File: src/rtl/r2sdf_stage_ctrl.sv
// rtl/r2sdf_stage_ctrl.sv - radix-2 SDF FFT stage sequencer (optional FFT_CTRL_STALL_ERR_EN)
module r2sdf_stage_ctrl #(
    parameter int HALF      = 16,
    parameter int CW        = 4,
    parameter int TW_AW     = 4,
    parameter int TW_STRIDE = 1
) (
    input  logic             clk,
    input  logic             rst_n,
    input  logic             in_valid,
    output logic             in_ready,
    output logic [1:0]       state,
    output logic             sr_en,
    output logic [TW_AW-1:0] tw_addr,
    output logic             out_valid,
    output logic             out_last,
    output logic             busy,
    output logic             err
);

    localparam logic [1:0] IDLE    = 2'b00;
    localparam logic [1:0] FIRST   = 2'b01;
    localparam logic [1:0] SECOND  = 2'b10;
    localparam logic [1:0] WAITING = 2'b11;

    logic [1:0]       phase, phase_nxt;
    logic [CW-1:0]    cnt, cnt_nxt;
    logic             cnt_last;
    logic             accept;
    logic [TW_AW-1:0] tw_prod;

    assign cnt_last = (cnt == CW'(HALF - 1));
    // Held in reset, the stage must not advertise a beat even with in_valid high.
    assign accept   = in_valid & rst_n & (phase != SECOND);
    assign tw_prod  = TW_AW'(TW_AW'(cnt) * TW_AW'(TW_STRIDE));

    always_ff @(posedge clk or negedge rst_n) begin
        if (!rst_n) begin
            phase <= IDLE;
            cnt   <= '0;
        end else begin
            phase <= phase_nxt;
            cnt   <= cnt_nxt;
        end
    end

    always_comb begin
        phase_nxt = phase;
        cnt_nxt   = cnt;
        case (phase)
            IDLE: begin
                if (in_valid) begin
                    cnt_nxt   = CW'(1);
                    phase_nxt = WAITING;
                end
            end
            WAITING: begin
                if (in_valid) begin
                    if (cnt_last) begin
                        cnt_nxt   = '0;
                        phase_nxt = FIRST;
                    end else begin
                        cnt_nxt = cnt + CW'(1);
                    end
                end
            end
            FIRST: begin
                if (in_valid) begin
                    if (cnt_last) begin
                        cnt_nxt   = '0;
                        phase_nxt = SECOND;
                    end else begin
                        cnt_nxt = cnt + CW'(1);
                    end
                end
            end
            default: begin
                if (cnt_last) begin
                    cnt_nxt   = '0;
                    phase_nxt = IDLE;
                end else begin
                    cnt_nxt = cnt + CW'(1);
                end
            end
        endcase
    end

    always_comb begin
        state     = phase;
        in_ready  = (phase != SECOND);
        sr_en     = accept | (phase == SECOND);
        out_valid = ((phase == FIRST) & in_valid) | (phase == SECOND);
        out_last  = (phase == SECOND) & cnt_last;
        busy      = (phase != IDLE);
        tw_addr   = '0;
        if (phase == IDLE) begin
            state = accept ? WAITING : IDLE;
        end
        if (phase == SECOND) begin
            tw_addr = tw_prod;
        end
    end

`ifdef FFT_CTRL_STALL_ERR_EN
    always_ff @(posedge clk or negedge rst_n) begin
        if (!rst_n) begin
            err <= 1'b0;
        end else if (!in_valid && (((phase == WAITING) && (cnt != '0)) || (phase == FIRST))) begin
            err <= 1'b1;
        end
    end
`else
    assign err = 1'b0;
`endif

endmodule

File: config.mk
export PLATFORM = sky130hd
export DESIGN_NAME = r2sdf_stage_ctrl
export DESIGN_NICKNAME = d
export VERILOG_FILES = /design/src/rtl/r2sdf_stage_ctrl.sv
export SDC_FILE = /design/constraint.sdc
export NUM_CORES = 1
export LEC_CHECK = 0
export CELL_PAD_IN_SITES_DETAIL_PLACEMENT = 0
export CELL_PAD_IN_SITES_GLOBAL_PLACEMENT = 2
export CORE_MARGIN = 5
export CORE_UTILIZATION = 23
export DETAILED_ROUTE_END_ITERATION = 8
export HOLD_SLACK_MARGIN = 0.1
export PLACE_DENSITY_LB_ADDON = 0.1
export SLEW_MARGIN = 5
export SYNTH_ARGS = -nofsm -noshare
export SYNTH_HDL_FRONTEND = slang
export SYNTH_SLANG_ARGS = --single-unit
File: constraint.sdc
create_clock -name clk -period 1.6 [get_ports clk]
set_input_delay 0.16 -clock clk [delete_from_list [all_inputs] [get_ports clk]]
set_output_delay 0.16 -clock clk [all_outputs]
set_load 0.03 [all_outputs]
==> flow_metrics.py, run 1 <==
metrics = {
    "synth": {
        "syn_inst": 54,
        "syn_nets": 63,
        "yosysWarnings": 0,
        "ys.flop_type": "dfrtp_1",
        "synth_area_um2": 507,
        "synthDistinctLibCells": 24,
        "ys_ff_latch": 6,
        "synthArstFlopShare": 1.00,
        "synth-edff-count": 0,
        "synth_area_per_cell_um2": 9.38,
        "synth-seq-area-share": 0.296,
    },
    "clock_network": {
        "numCtsBuffers": 3,
        "clk_latency_ps": 240,
        "postCtsHoldBufs": 0,
        "cts_htree_levels": 1,
        "clockBufferDepth": 2,
        "clk_pin_slew_worst_paths_ps": 50,
        "cts.sinks": 6,
        "cts_tree": "yes",
        "cts_root_buf": "clkbuf_4",
    },
    "worst_setup_path": {
        "worstPathArrival_ps": 1550,
        "cp.required_ps": 1440,
        "regToRegSetupSlack_ps": -40,
        "cpMaxStageDelayCell": "dfrtp_1",
        "start_kind": "flip-flop",
        "worstPathCellList": "inv_2, ha_4, clkinvlp_4, or3_4, o21ai_4, buf_6",
        "cpPeakStageDelay_ps": 400,
        "path_class": "reg -> out",
        "cp_max_fo": 3,
        "critPathCaptureType": "primary output",
    },
    "placement": {
        "dpl_cell_area_um2": 773,
        "placed_cells": 106,
        "port_buffers": 13,
        "hpwl_um": 1110,
        "dp_worst_setup_slack_ps": 14.6,
        "gp_congestion": 0.683,
    },
    "drt": {
        "vias_per_cell": 4.30,
        "num_vias": 499,
        "routed_wl_um": 1420,
        "drc": 0,
        "antenna_left": 0,
        "routedWlPerCell_um": 12.2,
        "initialDrtViolationCount": 1,
        "drt_first_pass_iters": 3,
    },
    "die": {
        "fp.dieArea_um2": 3240,
        "core-area_um2": 2150,
        "rows": 17,
        "io_pins": 15,
        "die_h_um": 56.9,
        "initial_core_util": 0.236,
        "die_w_um": 56.9,
    },
    "cells_and_area": {
        "instances_no_fill": 116,
        "nets": 99,
        "regArea_um2": 150,
        "post-route-util": 0.428,
        "multi_input_area_um2": 417,
        "final_cell_mix": "27 x buf_4, 6 x dfrtp_1, 5 x and2_1",
        "layout_commonest_cell": "buf_4",
        "antenna_cells": 0,
        "fin_area_um2": 920,
        "drive_gt1_frac": 0.580,
        "fillers": 225,
        "area_growth_pct": 81.5,
    },
    "timing": {
        "whs_ps": 224,
        "fin_crit_sh": 1.07,
        "setup_viol": 4,
        "clock.fmax_ghz": 0.585,
        "hold_viol": 0,
        "slew_viol_final": 0,
        "grt_setup_unrepaired": "yes",
        "finalSetupTns_ps": -287,
        "finalWorstPathRequiredPeriod_ps": 1710,
        "fin_ws_ps": -111,
        "fin_skew_ps": 3.10,
    },
    "run_status": {
        "outcome": "finished with violations",
        "violations": "negative setup slack",
    },
    "power_and_ir_drop": {
        "totalPowerFinal_mw": 2.14,
        "p_leak_nw": 0.443,
        "ir_worst_vdd_mv": 0.902,
        "power_density_nw_per_um2": 2320,
    },
    "global_routing": {
        "antenna_found_initial": 0,
        "grt_pass1_vias": 482,
        "grtUsageTotal": 0.0948,
        "grt-ovfl-total": 0,
        "grt_max_degree": 8,
        "grt_pass1_wl_um": 2420,
    },
    "job": {
        "drv_cap": 0,
    },
    "min_path": {
        "hold_path_class": "in -> async",
    },
}
-- layer usage --
layer / part of all wire / GRT usage / vias up
li1: - / - / 255
met1: 0.49 / 0.137 / 234
met2: 0.46 / 0.131 / 10
met3: 0.057 / 0.0271 / 0
met4: 0 / 0.0397 / 0
met5: 0 / 0 / -
-- report_power, final --
part | leakage (nW) | switching (mW) | internal, mW | total (mW)
Combinational | 0.356 | 0.826 | 0.868 | 1.69
Clock | 0.0138 | 0.0537 | 0.0848 | 0.138
Sequential | 0.0723 | 0.0724 | 0.231 | 0.303
-- synthesized netlist by cell type (all sizes together) (2+ instances only) --
cell / count / area (µm²)
dfrtp: 6 / 150
ha: 6 / 75.1
nor3b: 6 / 45.0
and2: 5 / 31.3
inv: 4 / 15.0
nand2: 4 / 15.0
o21ai: 4 / 20.0
and3: 2 / 12.5
buf: 2 / 18.8
mux2i: 2 / 20.0
-- cell families after synthesis --
kind of cell | count (synthesis) | synth area share
and+or+nand+nor | 21 | 0.269
AOI/OAI and AO/OA | 10 | 0.143
buffers and inverters | 7 | 0.0741
adders and majority gates | 6 | 0.148
DFF | 6 | 0.296
muxes | 3 | 0.0617
other | 1 | 0.00740
-- sequential cells by signal, indices dropped and copies added, names as in the netlist --
register	count
cnt	4
phase	2
-- critical path, delay by kind of cell (launching register included) --
kind | cells | cell delay [ps]
adders and majority gates | 1 | 150
buffers and inverters | 3 | 310
AOI/OAI and AO/OA | 1 | 70
and+or+nand+nor | 1 | 370
DFF | 1 | 400
-- final timing paths --
check / startpoint / to / cells after the start
worst min register to register: cnt[3] / cnt[3] / 1
min in group clk: cnt[3] / cnt[3] / 1
max in group asynchronous: rst_n / phase[1] / 2
worst max register to register: phase[1] / cnt[0] / 6
worst max-delay path: phase[1] / state[1] / 6
worst min-delay path: rst_n / cnt[3] / 2
-- layout make-up --
type | count | share of cell area
inverter | 4 | 0.0204
clock buffer | 3 | 0.0245
tap | 28 | 0.0381
multi-input combinational | 41 | 0.453
timing repair buffer | 34 | 0.301
sequential | 6 | 0.163
-- timing repair --
action / 4_1_cts / 5_1_grt
buffers inserted: 5 / 2
setup endpoints to repair: 7 / 13
pin swaps: 1 / 3
gates cloned: 0 / 0
gates resized for setup: 7 / 9
Note: power is estimated with default switching activity, not from simulation.
==> run 2, diff against run 1 <==
--- a/config.mk
+++ b/config.mk
@@ -11,7 +11,7 @@
 export CORE_UTILIZATION = 23
 export DETAILED_ROUTE_END_ITERATION = 8
 export HOLD_SLACK_MARGIN = 0.1
-export PLACE_DENSITY_LB_ADDON = 0.1
+export PLACE_DENSITY = 0.72
 export SLEW_MARGIN = 5
 export SYNTH_ARGS = -nofsm -noshare
 export SYNTH_HDL_FRONTEND = slang
==> run 2 against run 1 <==
Compared with the run above: the run still ends with negative setup slack left; critical path depth is the same; via count decreased by 1.0%; power fell by 4.0%; hold slack improved by 54 ps; sequential power grew 6%; clock power down 4%; count of clock-buffer cells in the layout unchanged; largest power group unchanged; core utilization shrank 2.2 points; sequential share of layout area grew 1.2 points; critical path type unchanged; register-to-register slack got worse by 30 ps; largest cell class unchanged; critical endpoint unchanged.
==> flow_metrics.py, run 2 (synthesized netlist as in run 1, its figures left out) <==
metrics = {
    "power_and_ir_drop": {
        "ir_worst_vdd_mv": 0.823,
        "power_density_nw_per_um2": 2350,
        "p_leak_nw": 0.425,
    },
    "clock_network": {
        "cts_htree_levels": 1,
        "clockBufferDepth": 2,
        "cts.sinks": 6,
        "cts_root_buf": "clkbuf_4",
        "numCtsBuffers": 3,
        "postCtsHoldBufs": 0,
        "clk_latency_ps": 240,
        "clk_pin_slew_worst_paths_ps": 40,
        "cts_tree": "yes",
    },
    "die": {
        "die_w_um": 56.9,
        "core-area_um2": 2150,
        "io_pins": 15,
        "rows": 17,
        "die_h_um": 56.9,
        "fp.dieArea_um2": 3240,
        "initial_core_util": 0.236,
    },
    "cells_and_area": {
        "drive_gt1_frac": 0.553,
        "instances_no_fill": 113,
        "area_growth_pct": 72.1,
        "fin_area_um2": 872,
        "fillers": 205,
        "layout_commonest_cell": "buf_4",
        "final_cell_mix": "24 x buf_4, 6 x nor3b_1, 5 x and2_1, 5 x buf_6",
        "regArea_um2": 153,
        "nets": 96,
        "multi_input_area_um2": 384,
        "reg_top3": "cnt: 4 flops, phase: 2 flops",
        "antenna_cells": 0,
        "largest_register_ffs": 4,
        "top_register": "cnt",
    },
    "global_routing": {
        "antenna_found_initial": 0,
        "grt_pass1_vias": 466,
        "grt_max_degree": 8,
        "grtUsageTotal": 0.0795,
        "grt-ovfl-total": 0,
        "grt_pass1_wl_um": 2040,
    },
    "timing": {
        "finalSetupTns_ps": -304,
        "slew_viol_final": 0,
        "fin_crit_sh": 1.07,
        "whs_ps": 277,
        "grt_setup_unrepaired": "yes",
        "hold_viol": 0,
        "finalWorstPathRequiredPeriod_ps": 1710,
        "fin_skew_ps": 0.162,
        "clock.fmax_ghz": 0.585,
        "setup_viol": 4,
        "fin_ws_ps": -110,
    },
    "drt": {
        "initialDrtViolationCount": 3,
        "drc": 0,
        "num_vias": 494,
        "routed_wl_um": 1270,
        "routedWlPerCell_um": 11.2,
        "antenna_left": 0,
        "drt_first_pass_iters": 3,
        "vias_per_cell": 4.37,
    },
    "worst_setup_path": {
        "cp.required_ps": 1440,
        "path_class": "reg -> out",
        "worstPathArrival_ps": 1550,
        "critPathCaptureType": "primary output",
        "cp_max_fo": 4,
        "reg2reg_depth": 6,
        "start_kind": "flip-flop",
    },
    "placement": {
        "dpl_cell_area_um2": 756,
        "port_buffers": 13,
        "placed_cells": 104,
        "hpwl_um": 1040,
        "gp_congestion": 0.738,
    },
    "job": {
        "drv_cap": 0,
    },
    "run_status": {
        "violations": "negative setup slack",
        "outcome": "finished with violations",
    },
    "min_path": {
        "hold_path_class": "in -> async",
    },
}
-- run 2: what timing repair did --
item | in CTS | in global routing
buffers inserted | 4 | 2
gates resized for setup | 4 | 9
hold endpoints to repair | 0 | 0
pin swaps | 1 | 1
endpoints found under the setup margin | 3 | 11
-- run 2: metal layers --
metal | vias to the layer above | part of all wire | track usage
li1 | 251 | - | -
met2 | 13 | 0.49 | 0.126
met4 | 0 | 0.017 | 0.0497
met1 | 228 | 0.42 | 0.0959
met5 | - | 0 | 0
met3 | 2 | 0.076 | 0.0204
-- run 2: critical path: stages, from the launching register on --
cell and delay [ps]:
dfrtp_2 430, inv_2 80, ha_4 150, clkinvlp_4 70, or3_4 360, o21ai_4 70, buf_6 140
-- run 2: cell type report --
| class | instances | share of cell area |
|---|---|---|
| sequential | 6 | 0.175 |
| inverter | 4 | 0.0244 |
| clock buffer | 3 | 0.0258 |
| tap | 28 | 0.0402 |
| multi-input combinational | 41 | 0.440 |
| timing repair buffer | 31 | 0.294 |
-- run 2: path summary, 6_finish.rpt --
check / start / slack, ps / end
hold / removal: rst_n / 280 / cnt[0]
max in group asynchronous: rst_n / 1200 / phase[1]
hold reg to reg: phase[0] / 630 / phase[0]
setup / recovery: phase[1] / -110 / state[1]
setup reg to reg: phase[1] / -70 / cnt[0]
min in group clk: phase[0] / 630 / phase[0]
-- run 2: through the flow --
| stage | utilization | power [mW] | worst slack [ps] |
|---|---|---|---|
| 3_5_place_dp | 0.352 | 1.68 | 13.7 |
| 6_report | 0.406 | 2.05 | -110 |
| 3_3_place_gp | 0.352 | 1.67 | 28.3 |
| 4_1_cts | 0.384 | 1.94 | -127 |
| 2_1_floorplan | - | 1.19 | -84.5 |
| 5_1_grt | 0.406 | 2.20 | -168 |
-- run 2: report_power, final --
group / internal, mW / switching, mW / leakage [nW]
sequential: 0.236 / 0.0844 / 0.0703
clock: 0.0844 / 0.0480 / 0.0138
combinational: 0.818 / 0.779 / 0.341
